`src/rtl/route_reservation_allocator.sv`:
```
// Route reservation allocator: each router output is granted to one input at a time,
// round-robin among eligible requesters, and held until the owning input relieves it.
module route_reservation_lane #(
  parameter int N = 4,
  parameter int W = 2
) (
  input  logic         clk,
  input  logic         rst,
  input  logic [N-1:0] elig_i,
  input  logic [N-1:0] relieve_i,
  output logic         busy_o,
  output logic [W-1:0] owner_o,
  output logic [N-1:0] gnt_o
);
  typedef enum logic {FREE, BUSY} state_e;

  state_e       state_q;
  logic [W-1:0] owner_q, rr_q, pick_d, rr_d;
  logic         found;
  int           idx, nxt;

  // Scan rr_q, rr_q+1, ... modulo N for the first eligible input.
  always_comb begin
    found  = 1'b0;
    pick_d = '0;
    idx    = 0;
    for (int k = 0; k < N; k++) begin
      idx = int'(rr_q) + k;
      if (idx >= N) idx = idx - N;
      if (!found && elig_i[idx]) begin
        found  = 1'b1;
        pick_d = W'(idx);
      end
    end
    nxt = int'(pick_d) + 1;
    if (nxt >= N) nxt = 0;
    rr_d  = W'(nxt);
    gnt_o = '0;
    if (state_q == FREE && found) gnt_o[pick_d] = 1'b1;
  end

  always_ff @(posedge clk or negedge rst) begin
    if (!rst) begin
      state_q <= FREE;
      owner_q <= '0;
      rr_q    <= '0;
    end else begin
      case (state_q)
        FREE: if (found) begin
          state_q <= BUSY;
          owner_q <= pick_d;
          rr_q    <= rr_d;
        end
        BUSY: if (relieve_i[owner_q]) state_q <= FREE;
        default: state_q <= FREE;
      endcase
    end
  end

  assign busy_o  = (state_q == BUSY);
  assign owner_o = owner_q;
endmodule

module route_reservation_allocator #(
  parameter int N             = 4,
  parameter int REQUEST_WIDTH = 2
) (
  input  logic                       clk,
  input  logic                       rst,
  input  logic [N-1:0]               routeReserveRequestValid,
  input  logic [N*REQUEST_WIDTH-1:0] routeReserveRequest,
  input  logic [N-1:0]               routeRelieve,
  output logic [N-1:0]               routeReserveStatus,
  output logic [N-1:0]               outputBusy,
  output logic [N*REQUEST_WIDTH-1:0] outputSelect
);
  localparam int W = REQUEST_WIDTH;

  logic [N-1:0][N-1:0] elig, gnt;  // [output][input]
  logic [N-1:0]        status_q, status_d, gnt_any;

  for (genvar o = 0; o < N; o++) begin : g_out
    for (genvar i = 0; i < N; i++) begin : g_in
      // An input that already holds an output is never a candidate.
      assign elig[o][i] = routeReserveRequestValid[i] && !status_q[i] &&
                          (routeReserveRequest[i*W +: W] == W'(o));
    end
    route_reservation_lane #(.N(N), .W(W)) u_lane (
      .clk       (clk),
      .rst       (rst),
      .elig_i    (elig[o]),
      .relieve_i (routeRelieve),
      .busy_o    (outputBusy[o]),
      .owner_o   (outputSelect[o*W +: W]),
      .gnt_o     (gnt[o])
    );
  end

  // Grants only target inputs with status 0, so set and clear never collide.
  always_comb begin
    gnt_any = '0;
    for (int o = 0; o < N; o++) gnt_any = gnt_any | gnt[o];
    status_d = (status_q & ~routeRelieve) | gnt_any;
  end

  always_ff @(posedge clk or negedge rst) begin
    if (!rst) status_q <= '0;
    else      status_q <= status_d;
  end

  assign routeReserveStatus = status_q;
endmodule
```
`config.mk`:
```
export PLATFORM = sky130hd
export DESIGN_NAME = route_reservation_allocator
export DESIGN_NICKNAME = d
export VERILOG_FILES = /design/src/rtl/route_reservation_allocator.sv
export SDC_FILE = /design/constraint.sdc
export NUM_CORES = 1
export LEC_CHECK = 0
export ABC_AREA = 1
export CORE_ASPECT_RATIO = 0.7
export CORE_MARGIN = 8
export CORE_UTILIZATION = 50
export CTS_BUF_LIST = sky130_fd_sc_hd__clkbuf_4 sky130_fd_sc_hd__clkbuf_8 sky130_fd_sc_hd__clkbuf_16
export DETAILED_ROUTE_END_ITERATION = 10
export PLACE_DENSITY = 0.72
export REMOVE_ABC_BUFFERS = 1
export SYNTH_ARGS = -nofsm -noshare
export SYNTH_HDL_FRONTEND = slang
export SYNTH_SLANG_ARGS = --single-unit
export TNS_END_PERCENT = 10
```
`constraint.sdc`:
```
create_clock -name clk -period 5.8 [get_ports clk]
set_input_delay 0.87 -clock clk [delete_from_list [all_inputs] [get_ports clk]]
set_output_delay 0.87 -clock clk [all_outputs]
set_load 0.02 [all_outputs]
```
==> out/qor.txt, run 1 <==
outcome: complete, no violations
H-tree levels: 1
Worst Max-Slew Pin Slew: 0.3932 ns
total negative slack: 0 ns
Layout area overhead: 16.22%
clock share of power: 6.7%
Ports: 34
DRC Markers: 0
total CTS buffers: 3
Post-CTS Hold Buffers: 0
DR iter-0 viols: 198
sequential cell fraction of total power: 20.8%
num rows: 21
post-cts gate resize count: 0
multi-input logic area: 1643 sq um
crit start category: input port
MaxCap Viol Count: 0
sw frac: 56.14%
design area: 2932 sq um
yosys warns: 0
Initial Util: 52.46%
Worst Hold Class: flip-flop to flip-flop
Util after Layout: 60.97%
internal power: 0.7565 mW
Die Y: 75.43 um
total clock sinks: 24
CTS tree: built
Relative slew margins: 73.76%
switching power: 0.9685 mW
width of the die: 100.9 um
Fillers: 462
syn avg cell area: 6.198 sq um
die area: 7610 sq um
Max Transition Viols Final: 0
leak pwr: 1.617 nW
clk_skew: 0.0008399 ns
Crit Path Max Fanout: 8
register area share after synthesis: 23.81%
CP Data Required Time: 5.96 ns
antenna viol nets, final: 0
Setup Fix Bufs, Post-CTS: 0
cell area power density: 588.4 nW/um^2
grt ovf: 0
Final setup viols: 0
area taken by flip-flops and latches: 600.6 sq um
Yosys reg bits: 24
final worst path period need: 3.034 ns
n_diodes: 0
Worst Setup Path Type: input port to flip-flop
Post-Route WL: 6359 um
RD Place Congestion: 0.8867
Placed Area: 2877 sq um
Worst-path clk slew: 0.09 ns
worst vdd rail ir drop: 0.2585 mV
CTS max path bufs: 2
Synth cell types: 28
Mapped Area: 2522 sq um
number of global-route vias before repair: 2408
DPL Wire Length: 5195 um
# port buffers: 33
First-pass DRT Iterations: 5
maximum number of pins on one net before global-route repair: 25
Final period util: 52.30%
Via density: 5.181
RSZ-0062 raised after global routing: no
Wirelength per Cell: 12.62 um
Core Area: 4808 sq um
Nets: 470
crit path DAT: 3.20 ns
Fmax: 0.3297 GHz
fraction of layout cells with a size suffix above 1: 6.667%
first-pass GRT wire length: 11110 um
Hold Fails Final Rpt: 0
Comb power frac: 72.5%
gr usage total: 17.87%
CP Capture Type: flip-flop
vias: 2611
root buf cell: clkbuf_8
Syn Inst Count: 407
initial antenna violation count: 0
hold slack: 0.5358 ns
Clock Latency Late Sink: 0.26 ns
-- path summary, 6_finish.rpt --
| path | from | to | slack, ns | cells past startpoint |
|---|---|---|---|---|
| min | g_out[1].u_lane.owner_o[1] | g_out[1].u_lane.owner_o[1] | 0.54 | 2 |
| min reg2reg | g_out[1].u_lane.owner_o[1] | g_out[1].u_lane.owner_o[1] | 0.54 | 2 |
| max in group asynchronous | rst | g_out[0].u_lane.owner_o[1] | 4.60 | 2 |
| max | routeReserveRequestValid[2] | routeReserveStatus[2] | 2.77 | 17 |
| min in group asynchronous | rst | g_out[3].u_lane.rr_q[1] | 0.96 | 2 |
| max reg2reg | routeReserveStatus[2] | routeReserveStatus[2] | 3.41 | 15 |
-- flip-flops by register name, indices dropped and copies added, names as in the netlist --
register              cells
g_out.u_lane.rr_q         8
g_out.u_lane.owner_o      8
routeReserveStatus        4
g_out.u_lane.busy_o       4
-- layout by cell type, fill, tap and decap left out, types with 2 or more instances in the layout --
master / synthesis / final
a21oi_1: 8 / 8
clkbuf_8: 0 / 4
clkdlybuf4s50_1: 0 / 33
dfrtp_1: 24 / 24
ha_1: 16 / 16
inv_1: 52 / 52
inv_2: 2 / 2
nand2_1: 128 / 128
nand2_2: 5 / 5
nand3_1: 79 / 79
nand4_1: 8 / 8
nand4_2: 2 / 2
nor2_1: 29 / 29
nor2_2: 4 / 4
o21ai_0: 15 / 15
o21ai_1: 7 / 7
o21ai_2: 3 / 3
xnor2_1: 2 / 2
xor2_1: 3 / 3
xor2_2: 2 / 2
-- cell usage after synthesis (all sizes together) --
cell type | n | area (sq um)
nand2 | 134 | 523.0
nand3 | 80 | 405.4
inv | 55 | 209.0
nor2 | 34 | 145.1
o21ai | 25 | 136.4
dfrtp | 24 | 600.6
ha | 16 | 200.2
buf | 10 | 70.07
nand4 | 10 | 75.07
a21oi | 8 | 40.04
xor2 | 5 | 58.81
xnor2 | 2 | 17.52
a22o | 1 | 8.760
and2 | 1 | 6.260
nand3b | 1 | 20.02
or2 | 1 | 6.260
-- cell type report --
cell class                 instances  share of cell area (%)
clock buffer                       4                   1.878
multi-input combinational        318                   56.04
tap                               69                   2.945
timing repair buffer              34                   11.52
inverter                          55                   7.128
sequential                        24                   20.49
-- critical path, stage by stage --
cell and delay (ns):
clkdlybuf4s50_1 0.46, inv_1 0.05, nor2_2 0.31, nand3_1 0.20
nand3_1 0.11, nand2_1 0.11, nand2_1 0.11, nand2_1 0.08
nor2_1 0.09, nand2_1 0.06, nand2_1 0.16, inv_1 0.09
ha_1 0.20, nand3_1 0.10, nand2_1 0.06, nor2_1 0.08
nand2_1 0.05
-- power groups by stage --
stage	Sequential [mW]	Combinational (mW)	Clock (mW)
floorplan	0.391	0.872	0
global placement	0.360	1.22	0
detailed placement	0.360	1.24	0
CTS	0.358	1.25	0.119
global route	0.373	1.44	0.124
finish	0.359	1.25	0.115
-- logic make-up after synthesis --
kind of cell	synth area share (%)
compound gates	7.341
simple gates	46.83
fa+ha+maj	7.936
flops	23.81
buf+inv	11.06
xor+xnor	3.026
-- per-stage QoR --
stage	power (mW)	setup slack (ns)	std cells
after CTS	1.724	2.783	504
after floorplan	1.262	3.373	397
final	1.725	2.766	504
after global placement	1.577	2.526	500
after detailed placement	1.598	2.491	500
after global routing	1.937	2.468	504
-- per-layer routing --
layer / GRT usage (%) / part of all wire [%] / vias to the layer above
met5: 0 / 0 / -
met4: 3.284 / 1.1 / 0
met3: 3.558 / 7.3 / 8
met2: 27.14 / 39 / 85
met1: 25.66 / 53 / 1159
li1: - / - / 1359
(Power assumes the default switching activity.)
==> run 2: changes to the inputs <==
Clock period 5.8 ns to 2.9 ns, I/O delays scaled along.
==> out/qor.txt, run 2 (same netlist as run 1, synthesis figures left out) <==
area taken by flip-flops and latches: 600.6 sq um (unchanged)
Fillers: 480 (+3.9%)
DPL Wire Length: 5229 um (+0.65%)
total negative slack: 0 ns (unchanged)
Final period util: 88.80%
final worst path period need: 2.575 ns
post-cts gate resize count: 0 (unchanged)
RSZ-0062 raised after global routing: no
sequential cell fraction of total power: 20.4% (-0.4 points)
clock share of power: 6.6% (about the same)
CP Data Required Time: 3.07 ns (-2.89 ns)
Initial Util: 52.46% (unchanged)
CTS tree: built
initial antenna violation count: 0 (unchanged)
Clock Latency Late Sink: 0.27 ns (about the same)
CP Capture Type: flip-flop
clk_skew: 0.001846 ns (+0.001006 ns)
MaxCap Viol Count: 0 (unchanged)
die area: 7610 sq um (unchanged)
Util after Layout: 61.44% (+0.47 points)
num rows: 21 (unchanged)
Crit Path Max Fanout: 8 (unchanged)
grt ovf: 0 (unchanged)
n_diodes: 0 (unchanged)
H-tree levels: 1 (unchanged)
Setup Fix Bufs, Post-CTS: 0 (unchanged)
antenna viol nets, final: 0 (unchanged)
vias: 2628 (+0.65%)
Post-CTS Hold Buffers: 0 (unchanged)
Wirelength per Cell: 12.96 um (+2.7%)
Hold Fails Final Rpt: 0 (unchanged)
Critical Path Source: routeReserveRequestValid[2]
Worst Max-Slew Pin Slew: 0.3779 ns (-0.01538 ns)
gr usage total: 18.03% (+0.16 points)
CTS max path bufs: 2 (unchanged)
internal power: 1.539 mW (+100%)
outcome: complete, no violations
Relative slew margins: 74.78% (+1.0 points)
Final setup viols: 0 (unchanged)
leak pwr: 1.632 nW (+0.93%)
crit start category: input port
sw frac: 56.13% (about the same)
design area: 2954 sq um (+0.77%)
multi-input logic area: 1643 sq um (unchanged)
worst vdd rail ir drop: 0.5849 mV (+130%)
commonest non-fill, non-tap cell in the layout: nand2_1
Layout area overhead: 17.11%
most frequent cells in the layout: nand2_1, nand3_1, inv_1
Via density: 5.183 (about the same)
Post-Route WL: 6570 um (+3.3%)
DR iter-0 viols: 136 (-31%)
Die Y: 75.43 um (unchanged)
# port buffers: 33 (unchanged)
Comb power frac: 72.9% (+0.4 points)
width of the die: 100.9 um (unchanged)
First-pass DRT Iterations: 4 (-1)
switching power: 1.968 mW (+100%)
crit path DAT: 2.74 ns (-0.46 ns)
Core Area: 4808 sq um (unchanged)
Ports: 34 (unchanged)
fraction of layout cells with a size suffix above 1: 7.306% (+0.64 points)
Max Transition Viols Final: 0 (unchanged)
total clock sinks: 24 (unchanged)
Fmax: 0.3883 GHz
worst r2r src: routeReserveStatus[2]
maximum number of pins on one net before global-route repair: 25 (unchanged)
RD Place Congestion: 0.8985 (+1.3%)
DRC Markers: 0 (unchanged)
Worst Hold Class: input port to async pin
root buf cell: clkbuf_8
Placed Area: 2899 sq um (+0.78%)
Worst-path clk slew: 0.09 ns (about the same)
number of global-route vias before repair: 2420 (+0.50%)
Worst Setup Path Type: input port to flip-flop
hold slack: 0.5169 ns (-0.01888 ns)
cell area power density: 1187 nW/um^2 (+100%)
first-pass GRT wire length: 11290 um (+1.6%)
Nets: 473 (+0.64%)
total CTS buffers: 3 (unchanged)
run 2: changes by cell type in the layout (fill, tap and decap cells not counted), sizes merged:
cell / delta
buf: +3
run 2: power groups by stage:
stage	Sequential (mW)	Clock (mW)	Combinational [mW]
2_1_floorplan	0.781	0	1.74
3_3_place_gp	0.720	0	2.47
3_5_place_dp	0.717	0	2.52
4_1_cts	0.712	0.242	2.55
5_1_grt	0.751	0.254	2.90
6_report	0.717	0.233	2.56
run 2: worst max-delay path, stage by stage:
cell and delay (ns):
clkdlybuf4s50_1 0.45, inv_1 0.05, nor2_2 0.30, nand4_1 0.22
nand3_1 0.12, nand2_1 0.12, nand2_1 0.11, nand2_1 0.05
nand2_1 0.06, nand2_1 0.09, nor2_1 0.21, inv_1 0.10
ha_1 0.20, nand3_1 0.07, nand2_1 0.05, inv_1 0.06
nand2_1 0.05
run 2: cell type report:
class	instances	area share, %
Tap cell	69	2.922
Multi-Input combinational cell	318	55.61
Inverter	55	7.073
Timing Repair Buffer	37	12.20
Sequential cell	24	20.33
Clock buffer	4	1.864
run 2: stage by stage:
stage	setup slack, ns	instances	power [mW]
CTS	0.3331	507	3.502
global placement	0.09756	503	3.195
detailed placement	0.03369	503	3.238
floorplan	0.8586	397	2.525
global route	0.1167	507	3.904
finish	0.3247	507	3.507
run 2: path summary, 6_finish.rpt:
kind / endpoint / slack, ns / cells past startpoint
min: g_out[3].u_lane.rr_q[1] / 0.52 / 2
min in group clk: g_out[2].u_lane.owner_o[1] / 0.54 / 2
max in group asynchronous: g_out[2].u_lane.owner_o[0] / 2.14 / 2
max reg2reg: routeReserveStatus[2] / 0.52 / 15
min reg2reg: g_out[2].u_lane.owner_o[1] / 0.54 / 2
max: routeReserveStatus[2] / 0.32 / 17
run 2: routing by layer:
layer / global-route usage [%] / share of wire (%) / vias up
met1: 25.89 / 53 / 1181
met5: 0 / 0 / -
met3: 3.832 / 6.2 / 2
li1: - / - / 1371
met2: 28.02 / 40 / 74
met4: 1.478 / 0.29 / 0
==> run 3: changes to the inputs <==
--- a/config.mk
+++ b/config.mk
@@ -8,2 +8,3 @@
 export ABC_AREA = 1
+export CAP_MARGIN = 15
 export CORE_ASPECT_RATIO = 0.7
@@ -15,2 +16,3 @@
 export REMOVE_ABC_BUFFERS = 1
+export SKIP_LAST_GASP = 1
 export SYNTH_ARGS = -nofsm -noshare
==> constraint.sdc (replaced) <==
create_clock -name clk -period 2.9 [get_ports clk]
set_input_delay 0.87 -clock clk [delete_from_list [all_inputs] [get_ports clk]]
set_output_delay 0.87 -clock clk [all_outputs]
set_load 0.02 [all_outputs]
==> out/qor.txt, run 3 (same netlist as run 1, synthesis figures left out) <==
Post-CTS Hold Buffers: 0 (unchanged)
vias: 2809 (+6.9%)
DRC Markers: 0 (unchanged)
Worst Setup Path Type: input port to flip-flop
outcome: complete, no violations
Post-Route WL: 7117 um (+8.3%)
clk_skew: 0.005389 ns (+0.003543 ns)
CP Data Required Time: 3.06 ns (about the same)
slowest stage delay, CP: 0.49 ns (+0.04 ns)
grt ovf: 0 (unchanged)
commonest non-fill, non-tap cell in the layout: nand2_1
number of global-route vias before repair: 2511 (+3.8%)
num rows: 21 (unchanged)
Layout area overhead: 37.10%
Crit Path Max Fanout: 5 (-3)
placed cells: 533 (+6.0%)
H-tree levels: 1 (unchanged)
Worst-path clk slew: 0.08 ns (about the same)
hold slack: 0.5448 ns (+0.02790 ns)
Ports: 34 (unchanged)
CP Capture Type: flip-flop
first-pass GRT wire length: 11440 um (+1.3%)
n_diodes: 0 (unchanged)
Util after Layout: 71.92% (+10 points)
Fmax: 0.3630 GHz (-6.5%)
total clock sinks: 24 (unchanged)
initial antenna violation count: 0 (unchanged)
DPL Wire Length: 5493 um (+5.1%)
worst vdd rail ir drop: 0.5674 mV (-3.0%)
WHS Path Cells: 2
die area: 7610 sq um (unchanged)
fraction of layout cells with a size suffix above 1: 24.47% (+17 points)
Max Transition Viols Final: 0 (unchanged)
Die Y: 75.43 um (unchanged)
CTS max path bufs: 2 (unchanged)
Initial Util: 52.46% (unchanged)
Hold Fails Final Rpt: 0 (unchanged)
RSZ-0062 raised after global routing: yes
Final period util: 95.00% (+6.2 points)
crit start category: input port
most frequent cells in the layout: nand2_1, nand3_1, inv_1
final worst path period need: 2.755 ns (+0.1797 ns)
Core Area: 4808 sq um (unchanged)
Nets: 509 (+7.6%)
final non-filler cell total: 543 (+7.1%)
root buf cell: clkbuf_8
crit path DAT: 2.92 ns (+0.18 ns)
width of the die: 100.9 um (unchanged)
antenna viol nets, final: 0 (unchanged)
Clock Latency Late Sink: 0.27 ns (about the same)
leak pwr: 1.867 nW (+14%)
Via density: 5.173 (-0.20%)
Relative slew margins: 68.12% (-6.7 points)
total CTS buffers: 3 (unchanged)
First-pass DRT Iterations: 4 (unchanged)
MaxCap Viol Count: 0 (unchanged)
# port buffers: 33 (unchanged)
Worst Hold Class: flip-flop to flip-flop
CTS tree: built
RD Place Congestion: 0.8756 (-2.5%)
critical path, cell by cell: clkdlybuf4s50_1 -> inv_1 -> nor2_2 -> nand3_2 -> nand3_1 -> nand2_1 -> nand3_1 -> nand3_1 -> nand2_1 -> nand2_2 -> buf_4 -> ha_1 -> inv_1 -> nor2_1 -> nor2_1 -> nand2_1
reg2reg path depth: 15 (unchanged)
Tot Pwr: 4.118 mW (+17%)
DR iter-0 viols: 179 (+32%)
gr usage total: 18.46% (+0.43 points)
Worst Max-Slew Pin Slew: 0.4782 ns (+0.1003 ns)
Slowest-stage cell, CP: clkdlybuf4s50_1
Final setup viols: 0 (unchanged)
cell area power density: 1191 nW/um^2 (+0.30%)
maximum number of pins on one net before global-route repair: 25 (unchanged)
Wirelength per Cell: 13.11 um (+1.1%)
-- run 3: cell types whose count changed in the layout (fill, tap and decap cells not counted), sizes merged --
cell           previous run  this run
buf                       4        40
dlymetal6s2s              0         4
clkdlybuf4s50            33        29
-- run 3: worst paths after layout --
kind / slack [ns] / startpoint / end
max: 0.14 / routeReserveRequest[4] / routeReserveStatus[2]
max reg2reg: 0.47 / g_out[3].u_lane.rr_q[0] / routeReserveStatus[0]
min reg2reg: 0.54 / g_out[2].u_lane.owner_o[1] / g_out[2].u_lane.owner_o[1]
max in group asynchronous: 1.71 / rst / g_out[0].u_lane.owner_o[1]
min in group asynchronous: 0.94 / rst / g_out[3].u_lane.rr_q[0]
min: 0.54 / g_out[2].u_lane.owner_o[1] / g_out[2].u_lane.owner_o[1]
-- run 3: through the flow --
stage               setup slack (ns)  instance area [sq um]  setup TNS [ns]
finish                        0.1450                   3458               0
global route                -0.05511                   3458         -0.1374
CTS                          0.03675                   3192               0
detailed placement           -0.2276                   3137          -1.073
global placement             -0.1483                   3137         -0.7072
floorplan                     0.4732                   2452               0
-- run 3: area by class of cell --
cell class	instances	area (sq um)
flip-flops and latches	24	600.6
clock buffers	4	55.05
inverters	55	209.0
fillers	383	1350
multi-input cells	318	1847
repair buffers	73	660.6
well taps	69	86.33
-- run 3: power by group --
| group | leakage [nW] | switching, mW | internal [mW] |
|---|---|---|---|
| combinational | 1.54 | 1.84 | 1.30 |
| clock | 0.0288 | 0.110 | 0.121 |
| sequential | 0.298 | 0.250 | 0.495 |
-- run 3: critical path: cells and delay by family --
| family | cells | cell delay (ns) |
|---|---|---|
| simple gates | 11 | 1.12 |
| buf+inv | 4 | 0.77 |
| fa+ha+maj | 1 | 0.17 |
-- run 3: timing repair --
item	CTS	global route
setup buffers	0	6
hold endpoints to repair	0	0
gates resized for setup	0	63
setup endpoints to repair	0	7
-- run 3: per-layer routing --
layer	track usage [%]	up-vias	wire length, um
met5	0	-	0
met4	4.433	0	61
met3	2.281	8	375
met2	27.72	84	3049
met1	27.24	1273	3631
li1	-	1444	-
